## src/rtl/wb_arbiter.sv

```systemverilog
// wb_arbiter: register-file writeback arbiter between an ALU result port and
// a buffered memory/load result port, with a load-pending scoreboard.
//   clk, rst_n                 : clock, asynchronous active-low reset
//   alu_valid/alu_ready/rd/data: ALU result handshake (wins unless memory starves)
//   mem_valid/mem_ready/rd/data: load result handshake into a FIFO buffer
//   issue_valid/issue_rd       : load issue, marks destination as pending
//   q1_rd/q1_busy, q2_rd/q2_busy: pending-load queries (combinational)
//   WE3/Addr3/WD3              : registered register-file write port
module wb_arbiter #(
  parameter int unsigned FIFO_DEPTH = 4,
  parameter int unsigned STARVE_MAX = 3
) (
  input  logic        clk,
  input  logic        rst_n,
  input  logic        alu_valid,
  output logic        alu_ready,
  input  logic [4:0]  alu_rd,
  input  logic [31:0] alu_data,
  input  logic        mem_valid,
  output logic        mem_ready,
  input  logic [4:0]  mem_rd,
  input  logic [31:0] mem_data,
  input  logic        issue_valid,
  input  logic [4:0]  issue_rd,
  input  logic [4:0]  q1_rd,
  input  logic [4:0]  q2_rd,
  output logic        q1_busy,
  output logic        q2_busy,
  output logic        WE3,
  output logic [4:0]  Addr3,
  output logic [31:0] WD3
);

  localparam int unsigned PTR_W = $clog2(FIFO_DEPTH);
  localparam int unsigned CNT_W = PTR_W + 1;
  localparam int unsigned STV_W = $clog2(STARVE_MAX + 1);

  typedef struct packed {
    logic [4:0]  rd;
    logic [31:0] data;
  } wb_entry_t;

  wb_entry_t        fifo_q [FIFO_DEPTH];
  logic [PTR_W-1:0] wptr_q, rptr_q;
  logic [CNT_W-1:0] count_q, count_d;
  logic [STV_W-1:0] starve_q, starve_d;
  logic [31:0]      pending_q, pending_d;

  logic      empty_c;
  logic      push_c;
  logic      alu_grant_c;
  logic      buf_grant_c;
  wb_entry_t head_c;

  // Handshake and grant decisions from registered state
  always_comb begin
    empty_c     = (count_q == '0);
    head_c      = fifo_q[rptr_q];
    mem_ready   = (count_q < CNT_W'(FIFO_DEPTH));
    alu_ready   = !((starve_q == STV_W'(STARVE_MAX)) && !empty_c);
    push_c      = mem_valid && mem_ready;
    alu_grant_c = alu_valid && alu_ready;
    buf_grant_c = !alu_grant_c && !empty_c;
  end

  // Next count, starvation counter and scoreboard
  always_comb begin
    count_d   = count_q;
    starve_d  = starve_q;
    pending_d = pending_q;
    if (push_c && !buf_grant_c) count_d = count_q + CNT_W'(1);
    else if (!push_c && buf_grant_c) count_d = count_q - CNT_W'(1);
    if (empty_c || buf_grant_c) starve_d = '0;
    else if (alu_grant_c && (starve_q != STV_W'(STARVE_MAX))) starve_d = starve_q + STV_W'(1);
    // Clear before set so a same-cycle re-issue keeps the register pending
    if (buf_grant_c) pending_d[head_c.rd] = 1'b0;
    if (issue_valid && (issue_rd != 5'd0)) pending_d[issue_rd] = 1'b1;
  end

  // Queries never report x0 as busy
  always_comb begin
    q1_busy = pending_q[q1_rd] && (q1_rd != 5'd0);
    q2_busy = pending_q[q2_rd] && (q2_rd != 5'd0);
  end

  // Buffer storage; contents are don't-care once pointers reset
  always_ff @(posedge clk) begin
    if (push_c) fifo_q[wptr_q] <= '{rd: mem_rd, data: mem_data};
  end

  // Control state and registered write port
  always_ff @(posedge clk or negedge rst_n) begin
    if (!rst_n) begin
      wptr_q    <= '0;
      rptr_q    <= '0;
      count_q   <= '0;
      starve_q  <= '0;
      pending_q <= '0;
      WE3       <= 1'b0;
      Addr3     <= 5'd0;
      WD3       <= 32'd0;
    end else begin
      count_q   <= count_d;
      starve_q  <= starve_d;
      pending_q <= pending_d;
      if (push_c) wptr_q <= wptr_q + PTR_W'(1);
      if (buf_grant_c) rptr_q <= rptr_q + PTR_W'(1);
      // Writes to x0 consume the grant but never assert the enable
      if (alu_grant_c) begin
        WE3   <= (alu_rd != 5'd0);
        Addr3 <= alu_rd;
        WD3   <= alu_data;
      end else if (buf_grant_c) begin
        WE3   <= (head_c.rd != 5'd0);
        Addr3 <= head_c.rd;
        WD3   <= head_c.data;
      end else begin
        WE3   <= 1'b0;
      end
    end
  end

endmodule

```

## config.mk

```make
export PLATFORM = sky130hd
export DESIGN_NAME = wb_arbiter
export DESIGN_NICKNAME = d
export VERILOG_FILES = /design/src/rtl/wb_arbiter.sv
export SDC_FILE = /design/constraint.sdc
export NUM_CORES = 1
export LEC_CHECK = 0
export ABC_AREA = 1
export CORE_ASPECT_RATIO = 0.75
export CORE_MARGIN = 2
export CORE_UTILIZATION = 44
export DETAILED_ROUTE_END_ITERATION = 6
export PLACE_DENSITY = 0.73
export SLEW_MARGIN = 20
export SYNTH_ARGS = -nofsm -noshare
export SYNTH_HDL_FRONTEND = slang
export SYNTH_SLANG_ARGS = --single-unit
```

## constraint.sdc

```tcl
create_clock -name clk -period 5.09 [get_ports clk]
set_clock_uncertainty 0.15 [all_clocks]
set_input_delay 0.7635 -clock clk [delete_from_list [all_inputs] [get_ports clk]]
set_output_delay 0.7635 -clock clk [all_outputs]
set_load 0.005 [all_outputs]
```

==> impl_metrics.ini <==
[route]
drt_pass1_iterations = 5
viasPerCell = 5.17
drc = 0
via_count = 7744
antenna_left = 0
wl_per_cell_um = 16.8
finalWirelength_um = 25200
dr.first_iter.drc_count = 768

[timing]
min_period_ns = 4.28
maxSlewViolCount = 0
max_freq_mhz = 234
rsz0062_at_grt = false
hold_viol_final = 0
setup_slack_ns = 0.812
setup_tns_ns = 0
maxSlewHeadroom = 0.307
layout_worst_path_cycle_share = 0.841
worst_pin_slew_ns = 1.03
setup_viol = 0

[die]
ios = 136
initial_core_util = 0.452
dieArea_mm2 = 0.0241
rows = 47
fp.coreArea_mm2 = 0.0223
die_h_um = 135
dieWidth_um = 179

[cts]
cts_tree = done
clockBufferDepth = 3
clock_sinks = 227
clkSlewWorstSetupHoldPaths_ns = 0.06
htree_num_levels = 1
holdBufCountCts = 0
clk_latency_ns = 0.52
root_buffer = clkbuf_16
cts_resized = 0
cts_made_buffers = 23
cts_setup_buffers = 0

[synth]
synthAdderAreaFrac = 0.00944
synthMuxAreaShare = 0.00335
synth_top_family_by_area = simple AND/OR/NAND/NOR gates
syn_inst = 1062
synthDistinctLibCells = 33
yosys.area_share.xor_xnor = 0.00435
yosysSeqAreaShare = 0.637
synthSimpleGateAreaFrac = 0.222
ys_seq_elements = 227
netlist_area_mm2 = 0.0101
synth_most_common_cell = nand2_1
synthesis.nets = 1163
synth_area_leader_cell = edfxtp_1
yosysTopAreaCellShare = 0.441
yosys_warnings = 0
synth-edff-count = 148
ys.flop_type = edfxtp_1
synth_commonest_cells = nand2_1 (337), nor2_1 (150), edfxtp_1 (148)
ys_top_cells_by_area = edfxtp_1 (44%), dfrtp_1 (20%), nand2_1 (13%)
synth-compound-area-share = 0.0746
syn_area_per_cell_um2 = 9.49
async_reset_ff_frac = 0.348

[layout]
nFillCells = 1953
layout.nets = 1288
drive_gt1_frac = 0.0565
syn_to_final_growth_pct = 23.4
fin_util = 0.558
finalInstanceArea_mm2 = 0.0124
num_antenna_cells = 0

[placed_design]
placed_area_mm2 = 0.0117
dp_hpwl_um = 16700
io_buffers = 135
gp_congestion = 0.941
pre_cts_ws_ns = 0.906

[grt]
grt_pass1_wl_um = 39600
gr-total-overflow = 0
grt.met1_usage = 0.309
grt_max_degree = 66
use_met3 = 0.0462
grt_use_total = 0.210
antenna_found_initial = 2
gr-usage-met2 = 0.326
grt-busiest-layer = met2
grt_pass1_vias = 7485

[status]
status = completed

[power]
vdd_ir_drop_max_mv = 0.276
power_density_mw_per_mm2 = 539
leakage_nw = 5.19

[critical_path]
critPathArrivalTime_ns = 3.36
slowest_delay_ns = 0.87
crit_slowest_cell = clkdlybuf4s50_1
path_buf_inv = 4
startpoint_type = input port
required_ns = 4.18
crit_top_cell = nand2_1
crit_path_end_kind = output pin
regToRegSetupSlack_ns = 2.39
path_class = input port to output pin
crit_family = buffers and inverters
cp_max_fo = 17
path_cells = clkdlybuf4s50_1 -> clkinv_1 -> nand2_1 -> nand3_1 -> nand2_1 -> nand2_1 -> nand2_1 -> inv_1 -> nand2_1 -> nand2_1 -> nand2_1 -> clkdlybuf4s50_1

[run]
drv_cap = 0

[worst_hold_path]
min-delay-path-class = input port to asynchronous set/reset pin
through the flow:
stage	hold slack (ns)	total power [mW]	cells
after detailed placement	0.290	5.08	1456
after CTS	0.163	6.73	1498
final	0.130	6.71	1498
after global placement	0.272	5.03	1456
after floorplan	0.258	4.11	1062
after global routing	0.189	7.14	1498
cells by family (layout without fill, tap and decap cells):
group / Yosys count / after routing
and+or+nand+nor: 563 / 563
DFF: 227 / 227
AOI/OAI and AO/OA: 139 / 139
buffers and inverters: 119 / 261
adders and majority gates: 7 / 7
xor gates and xnor gates: 5 / 5
muxes: 2 / 2
layout by cell type, fill, tap and decap left out, types with 2 or more instances in the layout:
cell	instances
a21oi_1	33
a31oi_1	2
buf_4	11
clkbuf_1	5
clkbuf_16	23
clkbuf_8	2
clkdlybuf4s50_1	134
clkinv_1	7
clkinv_2	4
clkinv_4	2
dfrtp_1	78
edfxtp_1	148
ha_1	6
inv_1	65
inv_2	3
nand2_1	337
nand3_1	57
nor2_1	146
nor2_2	5
nor2_4	7
nor3_1	7
o211ai_1	3
o21ai_0	67
o22ai_1	32
xor2_1	4
worst register-to-register path, delay by kind of cell (launching register included):
kind,cells,cell delay [ns]
and+or+nand+nor,7,1.23
buffers and inverters,1,0.76
DFF,1,0.43
AOI/OAI and AO/OA,1,0.05
metal layers:
metal / wire, um / up-vias
met2: 11200 / 262
met3: 1870 / 30
li1: - / 3759
met4: 359 / 2
met5: 13 / -
met1: 11700 / 3691
cell type report:
cell class	count	area (um2)	area share
sequential	227	6420	0.517
multi-input combinational	716	3200	0.257
timing repair buffer	145	1420	0.115
clock buffer	30	622	0.0500
tap	294	368	0.0296
inverter	74	280	0.0225
clock inverter	12	119	0.00956
final timing paths:
check | start | endpoint | depth (start not counted)
worst min-delay path | rst_n | WD3[16]$_DFFE_PN0P_ | 1
worst min register to register | starve_q[0]$_DFFE_PN0P_ | starve_q[0]$_DFFE_PN0P_ | 1
worst max register to register | count_q[0]$_DFFE_PN0P_ | WD3[13]$_DFFE_PN0P_ | 9
min in group clk | starve_q[0]$_DFFE_PN0P_ | starve_q[0]$_DFFE_PN0P_ | 1
worst max-delay path | q1_rd[0] | q1_busy | 12
max in group asynchronous | rst_n | WD3[31]$_DFFE_PN0P_ | 2
registers in the layout, indices dropped and copies added, names as in the netlist:
| register | cells |
|---|---|
| starve_q | 2 |
| Addr3 | 5 |
| pending_q | 32 |
| WD3 | 32 |
| count_q | 3 |
| rptr_q | 2 |
| fifo_q | 148 |
| WE3 | 1 |
| wptr_q | 2 |
power breakdown:
group / switching, mW / internal [mW]
logic: 1.47 / 0.887
clock network: 0.714 / 0.928
registers: 0.248 / 2.46
Note: power is estimated with default switching activity, not from simulation.
